### src/rtl/ring_router_vc.sv
// Bidirectional ring router: cw, ccw and pe ports, each with even/odd virtual channels.
// Links serve the VC equal to polarity while the internal switch serves the other VC.
module ring_router_vc #(
    parameter int DATA_W  = 64,
    parameter int DIR_BIT = 30,
    parameter int HOP_LSB = 18,
    parameter int HOP_W   = 8
) (
    input  logic              clk,
    input  logic              reset,
    input  logic              cwsi,
    output logic              cwri,
    input  logic [DATA_W-1:0] cwdi,
    input  logic              ccwsi,
    output logic              ccwri,
    input  logic [DATA_W-1:0] ccwdi,
    input  logic              pesi,
    output logic              peri,
    input  logic [DATA_W-1:0] pedi,
    output logic              cwso,
    input  logic              cwro,
    output logic [DATA_W-1:0] cwdo,
    output logic              ccwso,
    input  logic              ccwro,
    output logic [DATA_W-1:0] ccwdo,
    output logic              peso,
    input  logic              pero,
    output logic [DATA_W-1:0] pedo,
    output logic              polarity
);
    localparam int NP  = 3;
    localparam int CW  = 0;
    localparam int CCW = 1;
    localparam int PE  = 2;

    logic [NP-1:0]     link_send;
    logic [NP-1:0]     link_ready;
    logic [DATA_W-1:0] link_data [NP];
    logic [NP-1:0]     in_ready;
    logic [NP-1:0]     in_load;
    logic [NP-1:0]     out_send;
    logic [NP-1:0]     out_drain;
    logic [DATA_W-1:0] out_link_data [NP];

    logic [1:0]        in_full  [NP];
    logic [DATA_W-1:0] in_data  [NP][2];
    logic [1:0]        out_full [NP];
    logic [DATA_W-1:0] out_data [NP][2];
    logic [1:0]        prio     [NP];

    logic              sw_vc;
    logic [NP-1:0]     sw_req;
    logic [1:0]        route    [NP];
    logic [DATA_W-1:0] sw_data  [NP];
    logic [NP-1:0]     grant_a;
    logic [NP-1:0]     grant_b;
    logic [NP-1:0]     sw_load;
    logic [NP-1:0]     prio_flip;
    logic [NP-1:0]     in_pop;
    logic [DATA_W-1:0] sw_out   [NP];

    function automatic logic [DATA_W-1:0] hop_step(input logic [DATA_W-1:0] pkt);
        logic [DATA_W-1:0] r;
        r = pkt;
        r[HOP_LSB +: HOP_W] = pkt[HOP_LSB +: HOP_W] >> 1;
        return r;
    endfunction

    assign link_send  = {pesi, ccwsi, cwsi};
    assign link_ready = {pero, ccwro, cwro};
    assign link_data[CW]  = cwdi;
    assign link_data[CCW] = ccwdi;
    assign link_data[PE]  = pedi;

    assign sw_vc = ~polarity;

    genvar gi;
    generate
        for (gi = 0; gi < NP; gi++) begin : g_port
            logic [DATA_W-1:0] head;

            assign in_ready[gi]      = ~in_full[gi][polarity];
            assign in_load[gi]       = link_send[gi] & in_ready[gi];
            assign out_send[gi]      = out_full[gi][polarity];
            assign out_drain[gi]     = out_send[gi] & link_ready[gi];
            assign out_link_data[gi] = out_send[gi] ? out_data[gi][polarity] : '0;

            assign head       = in_data[gi][sw_vc];
            assign sw_req[gi] = in_full[gi][sw_vc];
            if (gi == PE) begin : g_inject
                assign route[gi]   = head[DIR_BIT] ? 2'(CCW) : 2'(CW);
                assign sw_data[gi] = head;
            end else begin : g_ring
                // Hop LSB clear means this router is the destination.
                assign route[gi]   = head[HOP_LSB] ? 2'(gi) : 2'(PE);
                assign sw_data[gi] = head[HOP_LSB] ? hop_step(head) : head;
            end
        end

        for (gi = 0; gi < NP; gi++) begin : g_arb
            // Contender A wins ties while the priority bit is 0.
            localparam int SRC_A = (gi == PE) ? CW  : gi;
            localparam int SRC_B = (gi == PE) ? CCW : PE;
            logic req_a;
            logic req_b;
            logic free;

            assign req_a         = sw_req[SRC_A] && (route[SRC_A] == 2'(gi));
            assign req_b         = sw_req[SRC_B] && (route[SRC_B] == 2'(gi));
            assign free          = ~out_full[gi][sw_vc];
            assign grant_a[gi]   = free & req_a & (~req_b | ~prio[gi][sw_vc]);
            assign grant_b[gi]   = free & req_b & (~req_a |  prio[gi][sw_vc]);
            assign sw_load[gi]   = grant_a[gi] | grant_b[gi];
            assign prio_flip[gi] = free & req_a & req_b;
            assign sw_out[gi]    = grant_a[gi] ? sw_data[SRC_A] : sw_data[SRC_B];
        end
    endgenerate

    // Each input requests exactly one output, so at most one of these terms is set.
    assign in_pop[CW]  = grant_a[CW]  | grant_a[PE];
    assign in_pop[CCW] = grant_a[CCW] | grant_b[PE];
    assign in_pop[PE]  = grant_b[CW]  | grant_b[CCW];

    always_ff @(posedge clk or posedge reset) begin
        if (reset) begin
            polarity <= 1'b0;
            for (int i = 0; i < NP; i++) begin
                in_full[i]  <= '0;
                out_full[i] <= '0;
                prio[i]     <= '0;
                for (int v = 0; v < 2; v++) begin
                    in_data[i][v]  <= '0;
                    out_data[i][v] <= '0;
                end
            end
        end else begin
            polarity <= ~polarity;
            for (int i = 0; i < NP; i++) begin
                if (in_load[i]) begin
                    in_full[i][polarity] <= 1'b1;
                    in_data[i][polarity] <= link_data[i];
                end
                if (in_pop[i]) begin
                    in_full[i][sw_vc] <= 1'b0;
                end
                if (out_drain[i]) begin
                    out_full[i][polarity] <= 1'b0;
                end
                if (sw_load[i]) begin
                    out_full[i][sw_vc] <= 1'b1;
                    out_data[i][sw_vc] <= sw_out[i];
                end
                if (prio_flip[i]) begin
                    prio[i][sw_vc] <= ~prio[i][sw_vc];
                end
            end
        end
    end

    assign cwri  = in_ready[CW];
    assign ccwri = in_ready[CCW];
    assign peri  = in_ready[PE];
    assign cwso  = out_send[CW];
    assign ccwso = out_send[CCW];
    assign peso  = out_send[PE];
    assign cwdo  = out_link_data[CW];
    assign ccwdo = out_link_data[CCW];
    assign pedo  = out_link_data[PE];
endmodule

### config.mk
export PLATFORM = sky130hd
export DESIGN_NAME = ring_router_vc
export DESIGN_NICKNAME = d
export VERILOG_FILES = /design/src/rtl/ring_router_vc.sv
export SDC_FILE = /design/constraint.sdc
export NUM_CORES = 2
export LEC_CHECK = 0
export BUFFER_PORTS_ARGS = -buffer_cell sky130_fd_sc_hd__buf_2
export CORE_MARGIN = 5
export CORE_UTILIZATION = 61
export CTS_BUF_LIST = sky130_fd_sc_hd__clkbuf_8
export DETAILED_ROUTE_END_ITERATION = 6
export PLACE_DENSITY = 0.82
export SYNTH_ARGS = -nofsm -noshare
export SYNTH_HDL_FRONTEND = slang
export SYNTH_SLANG_ARGS = --single-unit
### constraint.sdc
create_clock -name clk -period 26.6 [get_ports clk]
set_input_delay 1.33 -clock clk [delete_from_list [all_inputs] [get_ports clk]]
set_output_delay 1.33 -clock clk [all_outputs]
set_load 0.01 [all_outputs]
==> results.sh <==
export IMPL_grt_usage_pct=30.3
export IMPL_worstSetupStartpointType="flop"
export IMPL_p_leak_uw=0.0211
export IMPL_endpoint_kind="primary output"
export IMPL_total_power_uw=5250
export IMPL_rsz0062_at_grt="no"
export IMPL_start_util_pct=61.4
export IMPL_nets=3613
export IMPL_fmax_mhz=180
export IMPL_cts_resized=0
export IMPL_layout_cells_non_filler=4305
export IMPL_firstDrtPassIters=5
export IMPL_row_count=90
export IMPL_power_density_mw_per_mm2=126
export IMPL_avgSynthCellArea_um2=12.2
export IMPL_cts_setup_buffers=0
export IMPL_ctsHoldBuffers=0
export IMPL_grt_max_degree=192
export IMPL_fin_util_pct=69.4
export IMPL_synth_cell_types=52
export IMPL_syn_cell_area_mm2=0.0370
export IMPL_via_per_inst=5.95
export IMPL_ys_warn_count=0
export IMPL_critical_path_class="flop to primary output"
export IMPL_cts_reportedPaths_clkPinSlew_ns=0.06
export IMPL_synthArstFlopShare_pct=100
export IMPL_min_path_type="flop to flop"
export IMPL_hold_viol=0
export IMPL_routed_wl_um=101000
export IMPL_cp_slowest_cell="dfrtp_4"
export IMPL_slew_violations=0
export IMPL_hold_start="out_data[117]"
export IMPL_grt_pass1_vias=27500
export IMPL_max_slew_margin_pct=16.4
export IMPL_crit_start="polarity"
export IMPL_wl_per_cell_um=23.4
export IMPL_drc=0
export IMPL_num_vias=25600
export IMPL_tns_ns=0
export IMPL_vdd_ir_drop_worst_mv=0.0962
export IMPL_status="complete, no violations"
export IMPL_cts_tree="done"
export IMPL_max_cap_violations=0
export IMPL_synth_edf_count=0
export IMPL_synth_ff_latch_count=787
export IMPL_antenna_found_initial=21
export IMPL_layout_common_cells="786 x dfrtp_1, 564 x mux2_2, 548 x mux2i_1"
export IMPL_setup_viol=0
export IMPL_dp_hpwl_um=64500
export IMPL_syn2layout_area_growth_pct=13.0
export IMPL_gr_total_overflow=0
export IMPL_crit_fanout=69
export IMPL_grt_pass1_wl_um=156000
export IMPL_tightest_slew_ns=1.25
export IMPL_synth_seq_area_share_pct=53.2
export IMPL_crit_top_cell="buf_4"
export IMPL_dpl_instance_area_mm2=0.0393
export IMPL_r2r_start="polarity"
export IMPL_gp_congestion=0.833
export IMPL_fin_worst_skew_ns=0.0279
export IMPL_synth_ff_type="dfrtp_1"
export IMPL_drt_iter0_markers=1948
export IMPL_clk_path_buf_depth=3
export IMPL_post_route_period_util_pct=20.8
export IMPL_core_area_mm2=0.0602
export IMPL_root_buffer="clkbuf_8"
export IMPL_die_height_um=256
export IMPL_nFillCells=4282
export IMPL_synth_cells=3045
export IMPL_ant_nets=0
export IMPL_syn_nets=3245
export IMPL_cts_htree_levels=4
export IMPL_final_area_mm2=0.0418
export IMPL_numCtsBuffers=130
export IMPL_arrival_ns=4.21
export IMPL_slowest_delay_ns=1.14
export IMPL_final_layout_size_suffix_gt1_share_pct=34.5
export IMPL_clock_latency_ns=0.79
export IMPL_fin_crit_ns=5.54
export IMPL_io_pins=399
export IMPL_final_common_cell="dfrtp_1"
export IMPL_crit_chain="buf_4 -> buf_4 -> mux2i_1 -> nor2_1 -> buf_2"
export IMPL_crit_required_ns=25.27
export IMPL_io_buffers=398
export IMPL_die_w_um=256
export IMPL_fp_dieArea_mm2=0.0657
export IMPL_placed_cells=4063
export IMPL_cts_sinks=787
-- registers in the layout, indices dropped and copies added, names as in the netlist --
signal	cells
in_data	384
out_data	384
in_full	6
out_full	6
prio	6
polarity	1
-- report_power, final --
part	switching [uW]	internal, uW	total [uW]
combinational	1170	911	2080
clock	481	545	1030
sequential	351	1800	2150
total	2000	3260	5250
-- final timing paths --
kind                                 end  slack (ns)  cells after the start
setup / recovery                cwdo[44]       21.06                      5
hold / removal             out_data[117]        0.48                      2
setup reg to reg           out_data[210]       21.90                      6
hold reg to reg            out_data[117]        0.48                      2
max in group asynchronous   in_data[190]       22.51                      5
min in group asynchronous   in_data[223]        0.65                      2
-- metrics by stage --
step | worst slack, ns | hold WS, ns
CTS | 20.97 | 0.483
global route | 20.83 | 0.502
finish | 21.06 | 0.479
detailed placement | 21.48 | 0.470
floorplan | 3.17 | 0.447
global placement | 21.71 | 0.461
-- critical path, delay by kind of cell (launching register included) --
family                 cells  cell delay (ns)
muxes                      1             0.31
DFF                        1             1.14
and+or+nand+nor            1             0.07
buffers and inverters      3             1.80
-- synth_stat cells, drive strengths merged (2+ instances only) --
| library cell | instances | area (um2) |
|---|---|---|
| a211oi | 3 | 27.5 |
| a21o | 3 | 22.5 |
| a21oi | 6 | 30.0 |
| and2 | 2 | 12.5 |
| and3b | 4 | 35.0 |
| and4b | 2 | 20.0 |
| buf | 164 | 1100 |
| clkbuf | 44 | 166 |
| dfrtp | 787 | 19700 |
| inv | 137 | 514 |
| mux2 | 565 | 6370 |
| mux2i | 551 | 5520 |
| nand2 | 263 | 987 |
| nand2b | 3 | 18.8 |
| nand3 | 2 | 10.0 |
| nand3b | 3 | 22.5 |
| nand4 | 3 | 18.8 |
| nand4b | 3 | 26.3 |
| nor2 | 197 | 739 |
| nor2b | 3 | 18.8 |
| nor3b | 6 | 45.0 |
| nor4 | 2 | 18.8 |
| nor4bb | 3 | 30.0 |
| o211ai | 2 | 15.0 |
| o21a | 2 | 15.0 |
| o21ai | 260 | 1300 |
| o221ai | 2 | 17.5 |
| o311ai | 2 | 17.5 |
| o41ai | 2 | 32.5 |
| or2 | 2 | 12.5 |
| xnor2 | 4 | 35.0 |
| xor2 | 2 | 17.5 |
-- cells by family (layout without fill, tap and decap cells) --
logic type,count (synthesis),after routing,synth area share [%]
multiplexers,1116,1116,32.1
flip-flops,787,787,53.2
AND/OR/NAND/NOR,501,501,5.52
buffers and inverters,345,803,4.81
AO/OA/AOI/OAI,290,290,4.19
XOR/XNOR,6,6,0.142
other,0,20,0
-- routing by layer --
layer | up-vias | global-route usage [%] | part of all wire, %
met5 | - | 0 | 0.048
met4 | 8 | 13.4 | 4.1
met3 | 264 | 6.80 | 7.1
met2 | 1013 | 50.1 | 49
met1 | 13000 | 38.6 | 40
li1 | 11300 | - | -
-- final cells by class --
class	count	area [um2]	area share, %
Timing Repair Buffer	444	2370	5.68
Antenna cell	20	50.0	0.120
Clock inverter	64	325	0.778
Multi-Input combinational cell	1913	15700	37.5
Tap cell	782	978	2.34
Clock buffer	158	2170	5.20
Inverter	137	522	1.25
Sequential cell	787	19700	47.1
Power figures use the tool's default switching activity.
